<file path="src/rtl/reshaper_wr_buffer_if.sv">
// Memory-side write port of the reshaper write buffer.
// Ready/valid handshake carrying one {address, data} word per beat.
interface reshaper_wr_buffer_if #(
    parameter int AW = 16,
    parameter int DW = 512
);
    logic [AW-1:0] mem_waddr;
    logic [DW-1:0] mem_wdata;
    logic          mem_wvalid;
    logic          mem_wready;

    modport master (
        output mem_waddr,
        output mem_wdata,
        output mem_wvalid,
        input  mem_wready
    );

    modport slave (
        input  mem_waddr,
        input  mem_wdata,
        input  mem_wvalid,
        output mem_wready
    );
endinterface

</file>
<file path="src/rtl/reshaper_wr_buffer.sv">
// Write buffer between the reshaper and memory: FWFT FIFO of
// {addr, data} pairs plus a per-job IDLE/RUN/DRAIN/DONE controller.
module reshaper_wr_buffer #(
    parameter int AW    = 16,
    parameter int DW    = 512,
    parameter int DEPTH = 8
) (
    input  logic                     clk,
    input  logic                     reset_n,
    input  logic                     init_pulse,
    input  logic [AW-1:0]            waddr,
    input  logic [DW-1:0]            wdata,
    input  logic                     wdata_vld,
    input  logic                     finish,
    reshaper_wr_buffer_if.master     mem,
    output logic [$clog2(DEPTH):0]   level,
    output logic [AW-1:0]            wr_cnt,
    output logic                     overflow,
    output logic                     done
);
    localparam int PW = $clog2(DEPTH);
    localparam int LW = PW + 1;
    localparam int EW = AW + DW;

    typedef enum logic [1:0] {
        IDLE,
        RUN,
        DRAIN,
        DONE
    } state_e;

    state_e          state_q;
    logic [PW-1:0]   wr_ptr_q;
    logic [PW-1:0]   rd_ptr_q;
    logic [LW-1:0]   level_q;
    logic [LW-1:0]   level_d;
    logic [AW-1:0]   wr_cnt_q;
    logic            overflow_q;
    logic            done_q;
    logic [EW-1:0]   fifo_q [DEPTH];
    logic [EW-1:0]   head;

    logic            active;
    logic            accept;
    logic            full;
    logic            not_empty;
    logic            push;
    logic            pop;
    logic            drop;

    assign active    = (state_q == RUN) || (state_q == DRAIN);
    assign accept    = wdata_vld && active && !init_pulse;
    assign full      = (level_q == LW'(DEPTH));
    assign not_empty = (level_q != '0);
    assign pop       = not_empty && mem.mem_wready;
    assign push      = accept && (!full || pop);
    assign drop      = accept && full && !pop;
    assign level_d   = level_q + LW'(push) - LW'(pop);

    // Storage is not reset; the head is masked while the FIFO is empty.
    always_ff @(posedge clk) begin
        if (push) begin
            fifo_q[wr_ptr_q] <= {waddr, wdata};
        end
    end

    assign head           = fifo_q[rd_ptr_q];
    assign mem.mem_wvalid = not_empty;
    assign mem.mem_waddr  = not_empty ? head[EW-1:DW] : '0;
    assign mem.mem_wdata  = not_empty ? head[DW-1:0]  : '0;

    always_ff @(posedge clk) begin
        if (!reset_n) begin
            state_q    <= IDLE;
            wr_ptr_q   <= '0;
            rd_ptr_q   <= '0;
            level_q    <= '0;
            wr_cnt_q   <= '0;
            overflow_q <= 1'b0;
            done_q     <= 1'b0;
        end else if (init_pulse) begin
            state_q    <= RUN;
            wr_ptr_q   <= '0;
            rd_ptr_q   <= '0;
            level_q    <= '0;
            wr_cnt_q   <= '0;
            overflow_q <= 1'b0;
            done_q     <= 1'b0;
        end else begin
            level_q <= level_d;
            if (push) begin
                wr_ptr_q <= wr_ptr_q + PW'(1);
            end
            if (pop) begin
                rd_ptr_q <= rd_ptr_q + PW'(1);
                wr_cnt_q <= wr_cnt_q + AW'(1);
            end
            if (drop) begin
                overflow_q <= 1'b1;
            end
            unique case (state_q)
                RUN: begin
                    if (finish) begin
                        state_q <= DRAIN;
                    end
                end
                DRAIN: begin
                    if (!not_empty && !push) begin
                        state_q <= DONE;
                        done_q  <= 1'b1;
                    end
                end
                default: begin
                end
            endcase
        end
    end

    assign level    = level_q;
    assign wr_cnt   = wr_cnt_q;
    assign overflow = overflow_q;
    assign done     = done_q;
endmodule

</file>
<file path="src/flat_wrapper.sv">
// flat-port wrapper written by rule: the top's interface ports become plain ports
module reshaper_wr_buffer_flat 
#(
    parameter int AW    = 16,
    parameter int DW    = 512,
    parameter int DEPTH = 8
)
  (clk, reset_n, init_pulse, waddr, wdata, wdata_vld, finish, level, wr_cnt, overflow, done, mem_mem_waddr, mem_mem_wdata, mem_mem_wvalid, mem_mem_wready);
  reshaper_wr_buffer_if #(.AW(AW), .DW(DW)) mem_i ();
  input  logic clk;
  input  logic reset_n;
  input  logic init_pulse;
  input  logic [AW-1:0] waddr;
  input  logic [DW-1:0] wdata;
  input  logic wdata_vld;
  input  logic finish;
  output logic [$clog2(DEPTH):0] level;
  output logic [AW-1:0] wr_cnt;
  output logic overflow;
  output logic done;
  output wire logic [$bits(mem_i.mem_waddr)-1:0] mem_mem_waddr;
  output wire logic [$bits(mem_i.mem_wdata)-1:0] mem_mem_wdata;
  output wire logic [$bits(mem_i.mem_wvalid)-1:0] mem_mem_wvalid;
  input wire logic [$bits(mem_i.mem_wready)-1:0] mem_mem_wready;
  assign mem_mem_waddr = mem_i.mem_waddr;
  assign mem_mem_wdata = mem_i.mem_wdata;
  assign mem_mem_wvalid = mem_i.mem_wvalid;
  assign mem_i.mem_wready = mem_mem_wready;
  reshaper_wr_buffer #(.AW(AW), .DW(DW), .DEPTH(DEPTH)) u_core (.clk(clk), .reset_n(reset_n), .init_pulse(init_pulse), .waddr(waddr), .wdata(wdata), .wdata_vld(wdata_vld), .finish(finish), .mem(mem_i), .level(level), .wr_cnt(wr_cnt), .overflow(overflow), .done(done));
endmodule
</file>
<file path="config.mk">
export PLATFORM = sky130hd
export DESIGN_NAME = reshaper_wr_buffer_flat
export DESIGN_NICKNAME = d
export VERILOG_FILES = /design/src/rtl/reshaper_wr_buffer_if.sv /design/src/rtl/reshaper_wr_buffer.sv /design/src/flat_wrapper.sv
export SDC_FILE = /design/constraint.sdc
export NUM_CORES = 2
export LEC_CHECK = 0
export ABC_CLOCK_PERIOD_IN_PS = 81500
export BUFFER_PORTS_ARGS = -buffer_cell sky130_fd_sc_hd__buf_4
export CORE_MARGIN = 1.5
export CORE_UTILIZATION = 58
export CTS_CLUSTER_SIZE = 28
export DETAILED_ROUTE_END_ITERATION = 8
export PLACE_DENSITY = 0.77
export SYNTH_ARGS = -nofsm -noshare
export SYNTH_HDL_FRONTEND = slang
export SYNTH_MEMORY_MAX_BITS = 65536
export SYNTH_SLANG_ARGS = --single-unit
</file>
<file path="constraint.sdc">
create_clock -name clk -period 81.5 [get_ports clk]
set_clock_uncertainty 0.15 [all_clocks]
set_input_delay 12.225 -clock clk [delete_from_list [all_inputs] [get_ports clk]]
set_output_delay 12.225 -clock clk [all_outputs]
set_load 0.005 [all_outputs]
</file>
==> results.cfg <==
[placed_design]
dp.cells = 11400
dpl-instance-area_sq_um = 174000
gp_congestion = 0.796
post-dp-hpwl_mm = 207
portBuffers = 1084
dp_slack_ns = 62.68

[finish]
drive_gt1_share_pct = 33.7
syn_to_final_growth_pct = 15.7
final_nets = 8684
layout.cells.non_filler = 12300
fin_area_sq_um = 187000
final_util_pct = 67.6

[cts]
h-tree-depth = 5
postCtsSetupBuffers = 0
cts_buffer_depth = 4
cts_resized = 0
path_clk_slew_ns = 0.06
cts_hold_buf = 0
cts_sinks = 4257
cts_made_buffers = 411
clk_latency_ns = 0.94
cts_tree = done
root_buffer = clkbuf_16

[detailed_routing]
first_pass_iters = 5
viasPerCell = 6.24
postRouteAntennaNets = 0
vias = 76500
route.detailed.drc = 0
wire_per_inst_um = 30.0
wl_mm = 369
first_iter_violations = 7881

[sta]
setup_viol = 0
fmax_ghz = 0.0509
tightest_slew_ns = 1.26
hold_viol_final = 0
rsz0062_at_grt = no
hold_slack_ns = 0.337
final.min_clock_period_ns = 19.63
fin_tns_setup_ns = 0
fin_crit_sh_pct = 24.1
fin_ws_ns = 61.87
relSlewSlack_pct = 16.0
drv_slew = 0

[worst_setup_path]
crit_type = reg2out
end_kind = output pin
cp.required_ns = 69.12
start_kind = flop
cp_max_fo = 105
critPathArrivalTime_ns = 7.25

[yosys]
synth_edf_count = 4224
synth_top_family_by_area = multiplexers
synth_fp_nets = 7420
synth_fa_ha_area_share_pct = 0.0976
synth_simple_gate_area_share_pct = 1.50
async_flop_share_pct = 0
synth_compound_gate_area_share_pct = 0.0890
synth.distinct_cells = 44
synth_ff_type = edfxtp_1
syn_inst = 6874
synth.avg_cell_area_sq_um = 23.5
synth_seq_cells = 4257
yosysWarnings = 0
syn_area_sq_um = 162000
synth_xor_area_share_pct = 0.0759
ys_seq_area_share_pct = 78.9
synthMuxAreaShare_pct = 18.0

[floorplanning]
core_region_area_sq_um = 277000
die_h_um = 531
fp.dieW_um = 531
initial_core_util_pct = 58.4
rows = 193
io_pins = 1085
die-area_sq_um = 282000

[status]
status = finished clean

[power_and_ir_drop]
p_per_area_nw_per_um2 = 27.1
power_mw = 5.06
vdd_drop_max_uv = 57.3
p_leak_nw = 58.2

[grt]
grt_max_degree = 156
grt-ovfl-total = 0
grt_pass1_wl_mm = 527
antenna_found_initial = 115
grt_pass1_vias = 77600
grt_usage_pct = 25.7

[job]
drv_cap = 0

[hold_path]
hp-class = reg2reg
registers in the layout, indices dropped and copies added (netlist names), named ones only:
signal and cells:
u_core.overflow 1, u_core.rd_ptr_q 3, u_core.fifo_q 4224, u_core.done 1, u_core.wr_cnt 16, u_core.wr_ptr_q 3, u_core.state_q 2, u_core.level 4
synthesized netlist by cell type, types with 3 or more instances:
library cell,number,area share (%)
a21oi_1,12,0.037
buf_1,79,0.18
buf_2,54,0.17
buf_6,94,0.66
clkbuf_1,130,0.30
dfxtp_1,33,0.41
edfxtp_1,4224,78
ha_1,11,0.085
inv_1,10,0.023
mux2i_1,529,3.3
mux4_2,1056,15
nand2_1,14,0.033
nand2b_1,5,0.019
nand3_1,8,0.025
nor2_1,554,1.3
nor2b_1,3,0.012
nor3_1,6,0.019
o21ai_0,5,0.015
or3_1,4,0.015
xnor2_1,5,0.027
xor2_1,9,0.049
power breakdown:
| group | total (mW) | switching (mW) | internal, mW | leakage [nW] |
|---|---|---|---|---|
| combinational | 0.778 | 0.444 | 0.334 | 13.6 |
| sequential | 2.43 | 0.00702 | 2.43 | 38.3 |
| clock | 1.85 | 0.809 | 1.04 | 6.39 |
routing by layer:
metal | up-vias | global-route usage, % | routed length [um]
li1 | 31500 | - | -
met1 | 40700 | 33.6 | 135000
met2 | 3533 | 40.9 | 183000
met3 | 704 | 6.76 | 33800
met4 | 84 | 11.4 | 15800
met5 | - | 0 | 538
logic make-up after synthesis:
family / after synthesis
buf+inv: 370
xor+xnor: 14
flops: 4257
simple gates: 612
fa+ha+maj: 12
mux: 1585
compound gates: 24
path summary, 6_finish.rpt:
check / from / end / slack, ns / depth (start not counted)
max: flop / mem_mem_waddr[9] / 61.87 / 9
min: u_core.rd_ptr_q[1] / flop / 0.34 / 2
max reg2reg: u_core.state_q[0] / u_core.fifo_q[7][45] / 75.03 / 11
min reg2reg: u_core.rd_ptr_q[1] / flop / 0.34 / 2
cell type report:
cell class | instances | area [sq um]
inverters | 12 | 45.0
clock inverters | 225 | 2410
clock buffers | 517 | 10800
diodes | 94 | 235
fillers | 16600 | 89800
flip-flops and latches | 4257 | 128000
multi-input cells | 2247 | 32000
repair buffers | 1209 | 9350
well taps | 3705 | 4640
critical path, cell delays in order (launching register included):
cell,delay (ns)
dfxtp_4,0.90
buf_4,0.86
buf_12,0.57
buf_12,0.64
buf_4,0.83
buf_4,0.89
mux4_2,0.61
mux2i_1,0.17
nor2_1,0.10
buf_4,0.20
placed cells by master (no fill, tap or decap), types with 6 or more instances in the layout:
| cell | n |
|---|---|
| inv_1 | 10 |
| nand3_1 | 8 |
| mux4_2 | 1056 |
| buf_4 | 1187 |
| clkinv_2 | 70 |
| nor2_1 | 551 |
| edfxtp_1 | 4224 |
| clkinv_1 | 76 |
| mux2i_1 | 529 |
| clkinvlp_4 | 16 |
| inv_16 | 6 |
| clkbuf_16 | 411 |
| buf_12 | 22 |
| xor2_1 | 9 |
| ha_1 | 11 |
| nand2_1 | 14 |
| bufinv_16 | 31 |
| diode_2 | 94 |
| clkbuf_8 | 11 |
| dfxtp_1 | 30 |
| clkbuf_1 | 95 |
| clkinv_16 | 16 |
| a21oi_1 | 12 |
No activity file was read; power rests on OpenSTA's default activity.
